[src/rtl/button_input.sv]
// Push-button input peripheral: synchronises and debounces each button,
// latches sticky press/release events and raises a level interrupt on enabled presses.
module button_input #(
   parameter int                  NUM_BTNS        = 7,
   parameter logic [NUM_BTNS-1:0] ACTIVE_LOW_MASK = 7'b0000001,
   parameter int                  TICK_DIV        = 25000,
   parameter int                  DEBOUNCE_TICKS  = 8
) (
   input  logic                clk,
   input  logic                nreset,
   input  logic [NUM_BTNS-1:0] btn,
   input  logic                rd,
   input  logic                wr,
   input  logic [1:0]          addr,
   input  logic [15:0]         din,
   output logic [15:0]         dout,
   output logic                irq
);

   localparam int PW = $clog2(TICK_DIV);

   localparam logic [1:0] ADDR_STATE    = 2'd0;
   localparam logic [1:0] ADDR_PRESSED  = 2'd1;
   localparam logic [1:0] ADDR_IRQ_EN   = 2'd2;
   localparam logic [1:0] ADDR_RELEASED = 2'd3;

   logic [PW-1:0]              prescale_reg;
   logic                       tick;
   logic [NUM_BTNS-1:0]        sync1_reg;
   logic [NUM_BTNS-1:0]        sync_reg;
   logic [NUM_BTNS-1:0]        st_reg;
   logic [NUM_BTNS-1:0][3:0]   cnt_reg;
   logic [NUM_BTNS-1:0][3:0]   cnt_next;
   logic [NUM_BTNS-1:0]        commit;
   logic [NUM_BTNS-1:0]        pressed_reg;
   logic [NUM_BTNS-1:0]        pressed_next;
   logic [NUM_BTNS-1:0]        released_reg;
   logic [NUM_BTNS-1:0]        released_next;
   logic [NUM_BTNS-1:0]        irq_en_reg;
   logic [NUM_BTNS-1:0]        irq_en_next;
   logic [NUM_BTNS-1:0]        din_b;
   logic [NUM_BTNS-1:0]        rdata;
   logic [15:0]                dout_reg;
   logic                       irq_reg;

   assign tick  = (prescale_reg == PW'(TICK_DIV - 1));
   assign din_b = din[NUM_BTNS-1:0];

   always_ff @(posedge clk or negedge nreset) begin
      if (!nreset) begin
         prescale_reg <= '0;
      end else if (tick) begin
         prescale_reg <= '0;
      end else begin
         prescale_reg <= prescale_reg + PW'(1);
      end
   end

   // Polarity is normalised before the synchroniser so that 1 always means pressed.
   always_ff @(posedge clk or negedge nreset) begin
      if (!nreset) begin
         sync1_reg <= '0;
         sync_reg  <= '0;
      end else begin
         sync1_reg <= btn ^ ACTIVE_LOW_MASK;
         sync_reg  <= sync1_reg;
      end
   end

   generate
      for (genvar gi = 0; gi < NUM_BTNS; gi++) begin : g_debounce
         logic mismatch;
         assign mismatch    = sync_reg[gi] ^ st_reg[gi];
         assign commit[gi]  = mismatch & tick & (cnt_reg[gi] == 4'(DEBOUNCE_TICKS - 1));
         assign cnt_next[gi] = (!mismatch || commit[gi]) ? 4'd0 :
                               (tick ? cnt_reg[gi] + 4'd1 : cnt_reg[gi]);
      end
   endgenerate

   // Hardware set is OR-ed in after the W1C mask so a simultaneous event wins.
   always_comb begin
      pressed_next  = pressed_reg;
      released_next = released_reg;
      irq_en_next   = irq_en_reg;
      if (wr) begin
         case (addr)
            ADDR_PRESSED:  pressed_next  = pressed_reg & ~din_b;
            ADDR_IRQ_EN:   irq_en_next   = din_b;
            ADDR_RELEASED: released_next = released_reg & ~din_b;
            default: ;
         endcase
      end
      pressed_next  = pressed_next  | (commit & sync_reg);
      released_next = released_next | (commit & ~sync_reg);
   end

   always_comb begin
      rdata = '0;
      case (addr)
         ADDR_STATE:    rdata = st_reg;
         ADDR_PRESSED:  rdata = pressed_reg;
         ADDR_IRQ_EN:   rdata = irq_en_reg;
         ADDR_RELEASED: rdata = released_reg;
         default:       rdata = '0;
      endcase
   end

   always_ff @(posedge clk or negedge nreset) begin
      if (!nreset) begin
         st_reg       <= '0;
         cnt_reg      <= '0;
         pressed_reg  <= '0;
         released_reg <= '0;
         irq_en_reg   <= '0;
         dout_reg     <= '0;
         irq_reg      <= 1'b0;
      end else begin
         st_reg       <= st_reg ^ commit;
         cnt_reg      <= cnt_next;
         pressed_reg  <= pressed_next;
         released_reg <= released_next;
         irq_en_reg   <= irq_en_next;
         if (rd) begin
            dout_reg <= 16'(rdata);
         end
         irq_reg      <= |(pressed_reg & irq_en_reg);
      end
   end

   assign dout = dout_reg;
   assign irq  = irq_reg;

endmodule
[config.mk]
export PLATFORM = sky130hd
export DESIGN_NAME = button_input
export DESIGN_NICKNAME = d
export VERILOG_FILES = /design/src/rtl/button_input.sv
export SDC_FILE = /design/constraint.sdc
export NUM_CORES = 1
export LEC_CHECK = 0
export CAP_MARGIN = 10
export CORE_MARGIN = 2
export CORE_UTILIZATION = 25
export DETAILED_ROUTE_END_ITERATION = 7
export PLACE_DENSITY = 0.48
export SYNTH_ARGS = -nofsm -noshare
export SYNTH_HDL_FRONTEND = slang
export SYNTH_SLANG_ARGS = --single-unit
[constraint.sdc]
create_clock -name clk -period 2.1 [get_ports clk]
set_input_delay 0.525 -clock clk [delete_from_list [all_inputs] [get_ports clk]]
set_output_delay 0.525 -clock clk [all_outputs]
set_load 0.005 [all_outputs]
==> run metrics <==
Worst R2R Path Depth 6; CTS Root Cell clkbuf_16; Synth area leaders dfrtp_1, mux2_2, nand2_1, mux4_2, xnor2_1; cell taking the most area after synthesis dfrtp_1; area grow syn2layout 21.36%; Peak Freq roughly 530 MHz; Clock power frac 0.431; Crit. End Element flip-flop; I/O pin count 46; leakage 2.305 nW; Core Util, Final 0.3068; Levels on crit path 6; period utilization 0.9015; global route overflow 0; Setup-failing EPs final 0; CP peak stage delay 0.39 ns; synth warn 0; DIE WIDTH between 100 and 150 um; CTS tree done; status finished clean; Post-Route Setup TNS 0 ns; global-route wire length before repair 15180 um; CP bufs+invs 1; Reg power frac 0.497; min cycle time layout 1.893 ns; post-detail-place hpwl ~6100 um; Wirelength per Cell 13.60 um; Setup Crit Path Kind flip-flop to flip-flop; DRC viols 0; critical path data arrival time roughly 2.1 ns; Row Count 48; worst skew pair latency between 0.3 and 0.4 ns; Via Count 2899; initial antenna violation count 1; Antenna Nets Post-Route 0; Ant. Diodes 0; H-tree Lvls 3; Core Region 0.01706 mm2; slowest stage cell, crit path dfrtp_1; max_cap viols 0; Syn Area/Cell 11.47 um2; WP data required 2.32 ns; CTS Buffer Depth 2; worst path cell trace ha_1 > and2_1 > and4_1 > buf_12 > nand4_1 > mux2_2; Final Hold Fails 0; max-slew violation count 0; worst r2r src prescale_reg[0]; Crit Reg-Reg Endpoint cnt_reg[7]; FF+latch count, synth 93; Die Y around 140 um; drt pass-1 iters 6; sequential-to-total area share from yosys stat 0.5398; Logic pwr share 0.072; DRT iter0 DRCs 137; Yosys cell types 41; Detailed Route WL 8783 um; Sw Ratio 0.2261; post-CTS sizing 0; synthesized area ~0.0043 mm2; Switch Pwr approximately 0.00087 W; total CTS buffers 9; Peak VDD IR 422.0 uV; die area between 0.015 and 0.02 mm2; power per standard cell area ~730 mW/mm2; routability cong. 0.7074; Worst Hold Class primary input to async pin; hold slack 0.1650 ns; Reg2Reg Setup Slack 0.21 ns; GRT Overall Usage 0.1064; vias in the first global route 2988; Post-Syn Instances 376; Final #Nets 454; CTS clock-pin slew for the worst setup and hold paths 0.07 ns; startpoint class of the critical path flip-flop; Pint 0.002975 W; Starting Density 0.2528; RSZ-0062 raised after global routing false; vias per inst 4.488; post-synth top area share 0.5398; largest net degree at the start of global routing 57; CTS Hold Buffers Added 0; max reg flops 28; CTS Sinks 93; Worst Skew ~0.0092 ns; worst-path fanout max 20; layout cells sized above 1 0.1686; PortBufs 27; delay-heaviest family, CP simple AND/OR/NAND/NOR gates; post-CTS setup buffer count 0
==> through the flow <==
stage	instances	cell area [um2]	power, W	setup slack, ns
2_1_floorplan	384	4342	0.002064	0.3910
3_3_place_gp	631	4933	0.002225	0.03049
3_5_place_dp	631	4933	0.002229	0.008872
4_1_cts	646	5233	0.003923	0.2057
5_1_grt	646	5233	0.004028	0.07401
6_report	646	5233	0.003844	0.2068
==> area by class of cell <==
type / count / area (um2)
clock buffer: 10 / 239.0
clock inverter: 5 / 60.06
fill: 1765 / 11820
inverter: 7 / 26.28
multi-input combinational: 263 / 1848
sequential: 93 / 2327
tap: 225 / 281.5
timing repair buffer: 43 / 450.4
==> worst max-delay path by stage <==
stage,to,from
floorplan,cnt_reg[22],prescale_reg[0]
global placement,dout[5],addr[0]
detailed placement,dout[6],addr[0]
CTS,cnt_reg[7],prescale_reg[0]
global route,st_reg[3],prescale_reg[0]
finish,cnt_reg[7],prescale_reg[0]
==> cell families (layout without fill, tap and decap cells) <==
kind of cell             after synthesis  after routing  synth area share
multiplexers                          32             32            0.1004
buffers and inverters                 28             65           0.03860
adder cells (fa/ha/maj)                8              8           0.02322
AO/OA/AOI/OAI                         49             49           0.07429
XOR/XNOR                              25             25           0.05078
AND/OR/NAND/NOR                      140            140            0.1721
flip-flops                            93             93            0.5398
other                                  1              9         0.0008697
==> synthesized netlist by cell type, drive strengths merged <==
cell type,instances
a32o,4
a211o,2
nand2,53
nor2,21
o21ai,8
mux4,7
a21oi,22
nor2b,1
nand3b,11
or4,1
nor4,2
or3,7
and3,1
nand2b,8
nand3,10
conb,1
nor3,5
nor4b,1
nand4,10
and4bb,2
clkbuf,3
xnor2,17
buf,18
xor2,8
a31o,7
a22oi,2
o41ai,3
or2,1
ha,8
dfrtp,93
a222oi,1
mux2i,5
mux2,20
and2,2
inv,7
and3b,2
and4,2
==> routing by layer <==
layer	up-vias	wire [um]	global-route usage
met5	-	13	0
met4	2	139	0.04225
met3	8	282	0.03068
met2	36	4295	0.1723
met1	1457	4052	0.1341
li1	1396	-	-
==> cells in the final DEF (no fill, tap or decap), types with 4 or more instances in the layout <==
cell             instances
or3_1                    7
a21oi_1                 22
inv_1                    7
dfrtp_1                 93
xnor2_1                 17
nand2b_1                 8
o21ai_0                  8
nor2_1                  21
nor3_1                   5
conb_1                   9
clkbuf_16                9
clkdlybuf4s50_1         26
xor2_1                   8
nand3_1                 10
nand2_1                 53
buf_12                   5
a32o_1                   4
mux2_2                  20
nand3b_1                11
mux2i_1                  5
buf_4                   12
nand4_1                  9
a31o_2                   7
ha_1                     8
mux4_2                   7
==> power groups by stage <==
stage          clock network, W  registers [W]  logic, W
2_1_floorplan                 0        0.00193  0.000133
3_3_place_gp                  0        0.00194  0.000281
3_5_place_dp                  0        0.00194  0.000285
4_1_cts                 0.00173        0.00191  0.000286
5_1_grt                 0.00180        0.00192  0.000308
6_report                0.00166        0.00191  0.000278
Note: power is estimated with default switching activity, not from simulation.
